### src/rtl/ram_master_port_if.sv
// ---------------------------------------------------------------------------
// ram_master_port_if
// Groups the CPU request/response handshake and the word-RAM port of
// ram_master_port into one bundle.
//   CPU side : reqValid, reqReady, reqWrite, reqSize, reqSigned, reqAddr,
//              reqWdata, respValid, respError, respRdata
//   RAM side : memRead, memWrite, memBwe, memAddress, memDataIn,
//              memReadValid, memDataOut
// modport master : the controller (drives strobes and responses)
// modport slave  : the environment (CPU data path plus RAM)
// ---------------------------------------------------------------------------
interface ram_master_port_if #(
   parameter int ADDR_WIDTH = 14
);
   logic                  reqValid;
   logic                  reqReady;
   logic                  reqWrite;
   logic [1:0]            reqSize;
   logic                  reqSigned;
   logic [ADDR_WIDTH-1:0] reqAddr;
   logic [31:0]           reqWdata;
   logic                  respValid;
   logic                  respError;
   logic [31:0]           respRdata;
   logic                  memRead;
   logic                  memWrite;
   logic [3:0]            memBwe;
   logic [ADDR_WIDTH-3:0] memAddress;
   logic [31:0]           memDataIn;
   logic                  memReadValid;
   logic [31:0]           memDataOut;

   modport master (
      input  reqValid, reqWrite, reqSize, reqSigned, reqAddr, reqWdata,
      input  memReadValid, memDataOut,
      output reqReady, respValid, respError, respRdata,
      output memRead, memWrite, memBwe, memAddress, memDataIn
   );

   modport slave (
      output reqValid, reqWrite, reqSize, reqSigned, reqAddr, reqWdata,
      output memReadValid, memDataOut,
      input  reqReady, respValid, respError, respRdata,
      input  memRead, memWrite, memBwe, memAddress, memDataIn
   );
endinterface

### src/rtl/ram_master_port.sv
// ---------------------------------------------------------------------------
// ram_master_port
// Initiator-side controller for the on-chip word RAM. Accepts one byte,
// halfword or word load/store at a time, drives a one-cycle RAM strobe with
// byte enables and lane-replicated write data, waits for read data on loads,
// and returns a one-cycle response with extended load data or an error flag
// (misaligned, illegal size, or read timeout).
// Ports:
//   clk    : system clock
//   reset  : asynchronous active-high reset
//   bus    : ram_master_port_if.master (request, response and RAM signals)
// All outputs are registered.
// ---------------------------------------------------------------------------
module ram_master_port #(
   parameter int ADDR_WIDTH = 14,
   parameter int TIMEOUT    = 15
) (
   input  logic                clk,
   input  logic                reset,
   ram_master_port_if.master   bus
);

   typedef enum logic [1:0] {
      IDLE  = 2'd0,
      ISSUE = 2'd1,
      WAIT  = 2'd2,
      RESP  = 2'd3
   } state_t;

   localparam logic [3:0] TIMEOUT_C = 4'(TIMEOUT);

   // True for size 3 and for half/word requests that are not naturally aligned.
   function automatic logic is_bad_access(input logic [1:0] size, input logic [1:0] offs);
      logic bad;
      case (size)
         2'd0:    bad = 1'b0;
         2'd1:    bad = offs[0];
         2'd2:    bad = (offs != 2'd0);
         default: bad = 1'b1;
      endcase
      return bad;
   endfunction

   function automatic logic [3:0] lane_enables(input logic [1:0] size, input logic [1:0] offs);
      logic [3:0] bwe;
      case (size)
         2'd0:    bwe = 4'b0001 << offs;
         2'd1:    bwe = 4'b0011 << {offs[1], 1'b0};
         default: bwe = 4'b1111;
      endcase
      return bwe;
   endfunction

   // Store data is replicated across lanes so the byte enables alone select it.
   function automatic logic [31:0] lane_data(input logic [1:0] size, input logic [31:0] wdata);
      logic [31:0] d;
      case (size)
         2'd0:    d = {4{wdata[7:0]}};
         2'd1:    d = {2{wdata[15:0]}};
         default: d = wdata;
      endcase
      return d;
   endfunction

   function automatic logic [31:0] extract_load(input logic [31:0] data, input logic [1:0] offs,
                                                input logic [1:0] size, input logic sgn);
      logic [31:0] sh;
      logic [31:0] r;
      sh = data >> {offs, 3'b000};
      case (size)
         2'd0:    r = sgn ? {{24{sh[7]}}, sh[7:0]}   : {24'd0, sh[7:0]};
         2'd1:    r = sgn ? {{16{sh[15]}}, sh[15:0]} : {16'd0, sh[15:0]};
         default: r = sh;
      endcase
      return r;
   endfunction

   state_t      state_r, state_s;
   logic [3:0]  cnt_r, cnt_s, cnt_inc_s;
   logic        hs_s;
   logic        resp_err_s;
   logic [31:0] resp_data_s;

   logic        wr_r;
   logic [1:0]  size_r;
   logic        sgn_r;
   logic [1:0]  offs_r;

   logic                  ready_r;
   logic                  resp_valid_r;
   logic                  resp_err_r;
   logic [31:0]           resp_rdata_r;
   logic                  mem_read_r;
   logic                  mem_write_r;
   logic [3:0]            mem_bwe_r;
   logic [ADDR_WIDTH-3:0] mem_addr_r;
   logic [31:0]           mem_din_r;

   assign hs_s      = (state_r == IDLE) & bus.reqValid;
   assign cnt_inc_s = cnt_r + 4'd1;

   // Next-state, timeout counter and next response values.
   always_comb begin
      state_s     = state_r;
      cnt_s       = cnt_r;
      resp_err_s  = 1'b0;
      resp_data_s = 32'd0;
      case (state_r)
         IDLE: begin
            if (hs_s) begin
               if (is_bad_access(bus.reqSize, bus.reqAddr[1:0])) begin
                  state_s    = RESP;
                  resp_err_s = 1'b1;
               end else begin
                  state_s = ISSUE;
               end
            end else begin
               state_s = IDLE;
            end
         end
         ISSUE: begin
            cnt_s = 4'd0;
            if (wr_r) begin
               state_s = RESP;
            end else begin
               state_s = WAIT;
            end
         end
         WAIT: begin
            if (bus.memReadValid) begin
               state_s     = RESP;
               resp_data_s = extract_load(bus.memDataOut, offs_r, size_r, sgn_r);
            end else if (cnt_inc_s == TIMEOUT_C) begin
               state_s    = RESP;
               resp_err_s = 1'b1;
            end else begin
               cnt_s = cnt_inc_s;
            end
         end
         RESP: begin
            state_s = IDLE;
         end
         default: begin
            state_s = IDLE;
         end
      endcase
   end

   // State and timeout counter registers.
   always_ff @(posedge clk or posedge reset) begin
      if (reset) begin
         state_r <= IDLE;
         cnt_r   <= 4'd0;
      end else begin
         state_r <= state_s;
         cnt_r   <= cnt_s;
      end
   end

   // Request fields needed after the handshake (write flag and load extraction).
   always_ff @(posedge clk or posedge reset) begin
      if (reset) begin
         wr_r   <= 1'b0;
         size_r <= 2'd0;
         sgn_r  <= 1'b0;
         offs_r <= 2'd0;
      end else if (hs_s) begin
         wr_r   <= bus.reqWrite;
         size_r <= bus.reqSize;
         sgn_r  <= bus.reqSigned;
         offs_r <= bus.reqAddr[1:0];
      end
   end

   // RAM port outputs: strobes pulse for the ISSUE cycle, the rest hold.
   always_ff @(posedge clk or posedge reset) begin
      if (reset) begin
         mem_read_r  <= 1'b0;
         mem_write_r <= 1'b0;
         mem_bwe_r   <= 4'd0;
         mem_addr_r  <= '0;
         mem_din_r   <= 32'd0;
      end else if ((state_r == IDLE) && (state_s == ISSUE)) begin
         mem_read_r  <= ~bus.reqWrite;
         mem_write_r <= bus.reqWrite;
         mem_bwe_r   <= lane_enables(bus.reqSize, bus.reqAddr[1:0]);
         mem_addr_r  <= bus.reqAddr[ADDR_WIDTH-1:2];
         mem_din_r   <= lane_data(bus.reqSize, bus.reqWdata);
      end else begin
         mem_read_r  <= 1'b0;
         mem_write_r <= 1'b0;
      end
   end

   // Handshake and response outputs, valid only for the RESP cycle.
   always_ff @(posedge clk or posedge reset) begin
      if (reset) begin
         ready_r      <= 1'b1;
         resp_valid_r <= 1'b0;
         resp_err_r   <= 1'b0;
         resp_rdata_r <= 32'd0;
      end else begin
         ready_r      <= (state_s == IDLE);
         resp_valid_r <= (state_s == RESP);
         resp_err_r   <= resp_err_s;
         resp_rdata_r <= resp_data_s;
      end
   end

   assign bus.reqReady   = ready_r;
   assign bus.respValid  = resp_valid_r;
   assign bus.respError  = resp_err_r;
   assign bus.respRdata  = resp_rdata_r;
   assign bus.memRead    = mem_read_r;
   assign bus.memWrite   = mem_write_r;
   assign bus.memBwe     = mem_bwe_r;
   assign bus.memAddress = mem_addr_r;
   assign bus.memDataIn  = mem_din_r;

endmodule

### src/flat_wrapper.sv
// flat-port wrapper written by rule: the top's interface ports become plain ports
module ram_master_port_flat 
#(
   parameter int ADDR_WIDTH = 14,
   parameter int TIMEOUT    = 15
)
  (clk, reset, bus_reqValid, bus_reqWrite, bus_reqSize, bus_reqSigned, bus_reqAddr, bus_reqWdata, bus_memReadValid, bus_memDataOut, bus_reqReady, bus_respValid, bus_respError, bus_respRdata, bus_memRead, bus_memWrite, bus_memBwe, bus_memAddress, bus_memDataIn);
  ram_master_port_if #(.ADDR_WIDTH(ADDR_WIDTH)) bus_i ();
  input  logic clk;
  input  logic reset;
  input wire logic [$bits(bus_i.reqValid)-1:0] bus_reqValid;
  input wire logic [$bits(bus_i.reqWrite)-1:0] bus_reqWrite;
  input wire logic [$bits(bus_i.reqSize)-1:0] bus_reqSize;
  input wire logic [$bits(bus_i.reqSigned)-1:0] bus_reqSigned;
  input wire logic [$bits(bus_i.reqAddr)-1:0] bus_reqAddr;
  input wire logic [$bits(bus_i.reqWdata)-1:0] bus_reqWdata;
  input wire logic [$bits(bus_i.memReadValid)-1:0] bus_memReadValid;
  input wire logic [$bits(bus_i.memDataOut)-1:0] bus_memDataOut;
  output wire logic [$bits(bus_i.reqReady)-1:0] bus_reqReady;
  output wire logic [$bits(bus_i.respValid)-1:0] bus_respValid;
  output wire logic [$bits(bus_i.respError)-1:0] bus_respError;
  output wire logic [$bits(bus_i.respRdata)-1:0] bus_respRdata;
  output wire logic [$bits(bus_i.memRead)-1:0] bus_memRead;
  output wire logic [$bits(bus_i.memWrite)-1:0] bus_memWrite;
  output wire logic [$bits(bus_i.memBwe)-1:0] bus_memBwe;
  output wire logic [$bits(bus_i.memAddress)-1:0] bus_memAddress;
  output wire logic [$bits(bus_i.memDataIn)-1:0] bus_memDataIn;
  assign bus_i.reqValid = bus_reqValid;
  assign bus_i.reqWrite = bus_reqWrite;
  assign bus_i.reqSize = bus_reqSize;
  assign bus_i.reqSigned = bus_reqSigned;
  assign bus_i.reqAddr = bus_reqAddr;
  assign bus_i.reqWdata = bus_reqWdata;
  assign bus_i.memReadValid = bus_memReadValid;
  assign bus_i.memDataOut = bus_memDataOut;
  assign bus_reqReady = bus_i.reqReady;
  assign bus_respValid = bus_i.respValid;
  assign bus_respError = bus_i.respError;
  assign bus_respRdata = bus_i.respRdata;
  assign bus_memRead = bus_i.memRead;
  assign bus_memWrite = bus_i.memWrite;
  assign bus_memBwe = bus_i.memBwe;
  assign bus_memAddress = bus_i.memAddress;
  assign bus_memDataIn = bus_i.memDataIn;
  ram_master_port #(.ADDR_WIDTH(ADDR_WIDTH), .TIMEOUT(TIMEOUT)) u_core (.clk(clk), .reset(reset), .bus(bus_i));
endmodule
### config.mk
export PLATFORM = sky130hd
export DESIGN_NAME = ram_master_port_flat
export DESIGN_NICKNAME = d
export VERILOG_FILES = /design/src/rtl/ram_master_port_if.sv /design/src/rtl/ram_master_port.sv /design/src/flat_wrapper.sv
export SDC_FILE = /design/constraint.sdc
export NUM_CORES = 1
export LEC_CHECK = 0
export BUFFER_PORTS_ARGS = -buffer_cell sky130_fd_sc_hd__buf_2
export CORE_MARGIN = 1.5
export CORE_UTILIZATION = 53
export DETAILED_ROUTE_END_ITERATION = 8
export GPL_TIMING_DRIVEN = 0
export PLACE_DENSITY_LB_ADDON = 0.1
export SKIP_LAST_GASP = 1
export SYNTH_ARGS = -nofsm -noshare
export SYNTH_HDL_FRONTEND = slang
export SYNTH_SLANG_ARGS = --single-unit
export TNS_END_PERCENT = 30
### constraint.sdc
create_clock -name clk -period 5.6 [get_ports clk]
set_input_delay 1.12 -clock clk [delete_from_list [all_inputs] [get_ports clk]]
set_output_delay 1.12 -clock clk [all_outputs]
set_load 0.02 [all_outputs]
# Word-level counts from Yosys, hierarchy flattened
# Index checks and enable logic that the tools add are counted.
# op_classes
n_eq_ne,11
n_shift,3
n_bitwise,2
reduce_logical,8
addsub,1
muxes,26
# op_table
operator,count
32-bit 2-to-1 mux,4
32-bit one-hot mux with 2 select lines,2
32-bit by 5-bit right shift with 32-bit output,1
4-bit one-hot mux with 2 select lines,2
1-bit 2-to-1 mux,9
2-bit by 1-bit equality test with 1-bit output (second input constant),4
2-bit equality test (second input constant),4
2-bit logical NOT,4
2-bit 2-to-1 mux,4
4-bit 2-to-1 mux,2
2-bit one-hot mux with 4 select lines,1
4-bit by 1-bit adder with 4-bit output (second input constant),1
4-bit equality test (second input constant),1
2-bit inequality test (second input constant),2
2-bit nonzero test,2
1-bit by 2-bit left shift with 4-bit output (first input constant),1
2-bit by 2-bit left shift with 4-bit output (first input constant),1
1-bit one-hot mux with 3 select lines,1
3-bit AND reduction,1
1-bit one-hot mux with 2 select lines,1
1-bit AND,1
1-bit logical AND,1
1-bit NOT,1
# totals
reg_bits,97
inputBits,86
word_cells,66
out_inout_bits,85

# Depth between registers and ports, before layout
# depth
word_depth,10
ltp_mapped,9

# Least setup slack after synthesis
# Ideal clock, no wire load.
# synth_path
path_type,input to register
startpoint,input port bus_memDataOut[31]
endpoint,register u_core.resp_rdata_r[22] (netlist: u_core.bus.respRdata[22])
path_stages,6
setup_time_ps,79
required_time_ps,5521
path_buffers,2
arrival_ps,2438
path_slack_ps,3084
path_cell_list,mux2i_1 mux4_2 or4b_4 buf_6 buf_12 o21ai_2
# synth_via
elab_chain_len,5
# synth_rtl
item,line,text
from (decl),flat_wrapper.sv:18,input wire logic [$bits(bus_i.memDataOut)-1:0] bus_memDataOut;
32-bit by 5-bit right shift with 32-bit output (*),ram_master_port.sv:69,"sh = data >> {offs, 3'b000};"
32-bit 2-to-1 mux (on tied branches),"ram_master_port.sv:72, ram_master_port.sv:71",
32-bit one-hot mux with 2 select lines (*),ram_master_port.sv:70,case (size)
32-bit 2-to-1 mux (*),ram_master_port.sv:130,if (bus.memReadValid) begin
32-bit 2-to-1 mux (*),ram_master_port.sv:108,case (state_r)
via u_core.resp_data_s[22],ram_master_port.sv:82,logic [31:0] resp_data_s;
to (signal assigned),ram_master_port.sv:206,resp_rdata_r <= resp_data_s;
to (decl),ram_master_port.sv:92,logic [31:0] resp_rdata_r;
# Mark *: on every way through the listed nets, which the timed path passes. The rest lies on a longest branch.
# A chain may end at the register's enable or synchronous reset.

# Final worst setup path
# layout_path
startpoint,input port bus_reqAddr[0]
endpoint,register u_core.mem_din_r[9] (netlist: u_core.bus.memDataIn[9])
# layout_via
elab_chain_len,9
# layout_rtl
item,line,text
from (decl),flat_wrapper.sv:15,input wire logic [$bits(bus_i.reqAddr)-1:0] bus_reqAddr;
2-bit nonzero test,ram_master_port.sv:38,2'd2: bad = (offs != 2'd0);
1-bit one-hot mux with 3 select lines (*),ram_master_port.sv:35,case (size)
1-bit 2-to-1 mux (*),ram_master_port.sv:110,if (hs_s) begin
1-bit 2-to-1 mux (*),ram_master_port.sv:108,
2-bit 2-to-1 mux (*),ram_master_port.sv:111,"if (is_bad_access(bus.reqSize, bus.reqAddr[1:0])) begin"
2-bit 2-to-1 mux (*),ram_master_port.sv:110,
2-bit one-hot mux with 4 select lines (*),ram_master_port.sv:108,
2-bit by 1-bit equality test with 1-bit output (*),ram_master_port.sv:183,end else if ((state_r == IDLE) && (state_s == ISSUE)) begin
1-bit logical AND (*),ram_master_port.sv:183,
to (signal assigned),ram_master_port.sv:188,"mem_din_r <= lane_data(bus.reqSize, bus.reqWdata);"
to (decl),ram_master_port.sv:97,logic [31:0] mem_din_r;
# Every way passes the cells marked *; elsewhere a longest branch is shown, timed or not. The select of a mux whose other input is x is not followed.

==> summary.log <==
qor: outcome.run_status finished clean
qor: timing.clock_skew 10.1 ps
qor: setup_path.setup.worst_path.end_class register
qor: yosys.syn_nets 500
qor: yosys.syn_inst 408
qor: timing.drv_slew 0
qor: run.cap_violations 0
qor: yosys.syn_avg_cell_area 11.2 µm²
qor: setup_path.timing.critical_path.cells buf_2, nor2_1, a21o_1, a41oi_1, clkbuf_1, clkbuf_1, o21ai_0, o21ai_1
qor: yosys.number_of_synthesis_warnings 0
qor: global_route.antenna_found_initial 0
qor: setup_path.crit_family buffers and inverters
qor: timing.maxClockFrequency 0.395 GHz
qor: setup_path.max_stage_delay 380 ps
qor: global_route.first_pass_grt_wire_length 17.7 mm
qor: timing.fin_crit_sh 0.452
qor: routing.final_antenna_net_count 0
qor: setup_path.critPathKind input port to register
qor: clock_tree.cts-hold-fix-buffers 0
qor: clock_tree.clkSinkCount 97
qor: clock_tree.clock_insertion_delay_at_the_later_pin_of_the_skew_report 370 ps
qor: clock_tree.cts_post_setup_buffers_inserted 0
qor: floorplan.floorplan.core_area 0.00826 mm²
qor: global_route.largest_net_degree_at_the_start_of_global_routing 54
qor: floorplan.dieHeight 95.7 µm
qor: setup_path.worst_ep_arrival_time 2820 ps
qor: place.routability_cong 0.812
qor: yosys.cell_accounting_for_the_most_synthesized_area sky130_fd_sc_hd__dfrtp_1
qor: yosys.synth-seq-area-share 0.533
qor: setup_path.worst-path-max-fanout 10
qor: clock_tree.clk_pin_slew_worst_paths 100 ps
qor: yosys.synth_top_area_frac 0.527
qor: finish.design_area 0.00576 mm²
qor: place.detailed_place_hpwl 8.72 mm
qor: global_route.grt_total_usage 0.256
qor: routing.drt-vias-per-instance 5.49
qor: yosys.synth_seq_cells 97
qor: timing.fin_setup_tns 0 ps
qor: setup_path.worst-path-buf-inv 3
qor: floorplan.initial_utilization 0.552
qor: routing.wl_per_cell 16.5 µm
qor: setup_path.start_kind input port
qor: clock_tree.h-tree-depth 3
qor: power_and_ir_drop.power.density 519 mW/mm²
qor: clock_tree.post_cts_resized 0
qor: yosys.synthTopCellsByCount sky130_fd_sc_hd__dfrtp_1, sky130_fd_sc_hd__mux2i_1, sky130_fd_sc_hd__o21ai_0
qor: yosys.syn_area 0.00456 mm²
qor: routing.routed_via_count 3845
qor: routing.totalWireLength 11.5 mm
qor: floorplan.number_of_ports_placed_on_the_die_boundary 171
qor: clock_tree.cts_inserted_buffers 9
qor: floorplan.fp-row-count 33
qor: finish.area_delta_synth_final 26.4%
qor: yosys.synthMostInstantiatedCell sky130_fd_sc_hd__dfrtp_1
qor: routing.post-route-drc-count 0
qor: clock_tree.cts_tree built
qor: timing.final_count_of_hold_timing_violations 0
qor: finish.final_net_count 682
qor: yosys.ys.flop_type sky130_fd_sc_hd__dfrtp_1
qor: yosys.ys_async_sr_fraction 1.00
qor: setup_path.cpMaxStageDelayCell sky130_fd_sc_hd__clkbuf_1
qor: yosys.synth_cell_types 43
qor: yosys.synth_edf_count 0
qor: routing.drt-pass1-iter-count 4
qor: finish.final.fill_count 672
qor: setup_path.cpMostUsedCell sky130_fd_sc_hd__clkbuf_1
qor: power_and_ir_drop.cellLeakagePower 0.00299 µW
qor: timing.rsz0062_at_grt no
qor: place.dpl_cell_area 0.00557 mm²
qor: timing.max-slew-margin-rel 0.400
qor: floorplan.fp.dieArea 0.00917 mm²
qor: clock_tree.clock_tree.root_cell sky130_fd_sc_hd__clkbuf_8
qor: finish.proportion_of_layout_cells_with_a_drive_suffix_above_1 0.405
qor: finish.antenna_cells 0
qor: yosys.synth.top_cells.by_area sky130_fd_sc_hd__dfrtp_1, sky130_fd_sc_hd__mux2i_1, sky130_fd_sc_hd__mux2_2
qor: global_route.grt_remaining_overflow 0
qor: timing.setup_viol 0
qor: floorplan.dieWidth 95.7 µm
qor: place.buffer_ports.inserted 170
qor: clock_tree.cts.path.max_buffers 2
qor: timing.worst_slew_pin_slew 897 ps
qor: power_and_ir_drop.vdd.ir_drop.worst 0.000285 V
qor: setup_path.worstPathRequired 5890 ps
qor: worst_hold_path.hold_path_class register to register
qor: routing.dr.first_iter.drc_count 213
qor: global_route.number_of_global_route_vias_before_repair 3698
qor: timing.final_period_minus_worst_setup_slack 2530 ps
-- state kept, by name (all words and copies together) (netlist names) --
register,flops
u_core.bus.memAddress,12
u_core.bus.memBwe,4
u_core.bus.memDataIn,32
u_core.bus.memRead,1
u_core.bus.memWrite,1
u_core.bus.reqReady,1
u_core.bus.respError,1
u_core.bus.respRdata,32
u_core.bus.respValid,1
u_core.cnt_r,4
u_core.offs_r,2
u_core.sgn_r,1
u_core.size_r,2
u_core.state_r,2
u_core.wr_r,1
-- logic make-up after synthesis --
logic type	after synthesis	synth area share
buf+inv	34	0.0360
mux	81	0.190
fa+ha+maj	6	0.0165
compound gates	104	0.131
xor+xnor	2	0.00384
flops	97	0.533
simple gates	84	0.0892
-- placed cells by master (no fill, tap or decap), types with 2 or more instances in the layout --
cell	n
sky130_fd_sc_hd__and3_1	2
sky130_fd_sc_hd__clkbuf_1	16
sky130_fd_sc_hd__nand2_2	8
sky130_fd_sc_hd__o22ai_1	2
sky130_fd_sc_hd__nor2b_1	9
sky130_fd_sc_hd__nor2_1	11
sky130_fd_sc_hd__clkinvlp_4	2
sky130_fd_sc_hd__nand2_1	38
sky130_fd_sc_hd__o21ai_0	39
sky130_fd_sc_hd__clkbuf_8	11
sky130_fd_sc_hd__inv_6	2
sky130_fd_sc_hd__o21ai_2	2
sky130_fd_sc_hd__a211oi_1	14
sky130_fd_sc_hd__mux2i_1	44
sky130_fd_sc_hd__mux2_1	5
sky130_fd_sc_hd__a221o_1	2
sky130_fd_sc_hd__buf_6	2
sky130_fd_sc_hd__a21oi_1	14
sky130_fd_sc_hd__nand2b_1	2
sky130_fd_sc_hd__ha_1	6
sky130_fd_sc_hd__buf_1	3
sky130_fd_sc_hd__buf_2	174
sky130_fd_sc_hd__o21ai_1	24
sky130_fd_sc_hd__nor3_1	3
sky130_fd_sc_hd__dfrtp_1	96
sky130_fd_sc_hd__and2_1	3
sky130_fd_sc_hd__nand3_1	3
sky130_fd_sc_hd__mux2_2	31
sky130_fd_sc_hd__inv_1	7
-- stage by stage --
step	util	setup WS [ps]	power, µW	hold slack (ps)	cells
after floorplan	-	1950	2100	480	408
after global placement	0.671	858	2520	463	683
after detailed placement	0.675	2700	2570	471	684
after CTS	0.697	3090	3010	493	700
after global routing	0.697	2910	3180	520	700
final	0.697	3070	2990	487	700
-- worst paths after layout --
path	slack, ps	endpoint	depth (start not counted)	from
min in group asynchronous	810	u_core.bus.memDataIn[24]	2	reset
worst max register to register	3230	u_core.bus.respRdata[26]	7	u_core.state_r[0]
worst min register to register	490	u_core.bus.memAddress[7]	1	u_core.bus.memAddress[7]
max in group asynchronous	4130	u_core.bus.respRdata[18]	3	reset
worst min-delay path	490	u_core.bus.memAddress[7]	1	u_core.bus.memAddress[7]
worst max-delay path	3070	u_core.bus.memDataIn[9]	8	bus_reqAddr[0]
-- layer usage --
layer | vias to the layer above | wire length, µm | track usage
met5 | - | 0 | 0
met4 | 0 | 178 | 0.0711
met3 | 15 | 825 | 0.0656
met2 | 156 | 5800 | 0.445
met1 | 1876 | 4740 | 0.315
li1 | 1798 | - | -
-- layout make-up --
cell class	instances	area, µm²	area share
flip-flops and latches	97	2430	0.422
multi-input cells	277	1970	0.341
inverters	8	32.5	0.00565
plain buffers	26	134	0.0232
clock inverters	5	37.5	0.00652
well taps	105	131	0.0228
clock buffers	11	151	0.0263
repair buffers	171	878	0.153
-- power breakdown --
part           internal [µW]  total, µW  switching, µW
Sequential               958       1080            119
Clock                    188        433            245
Combinational            573       1480            906
No activity file was read; power rests on OpenSTA's default activity.
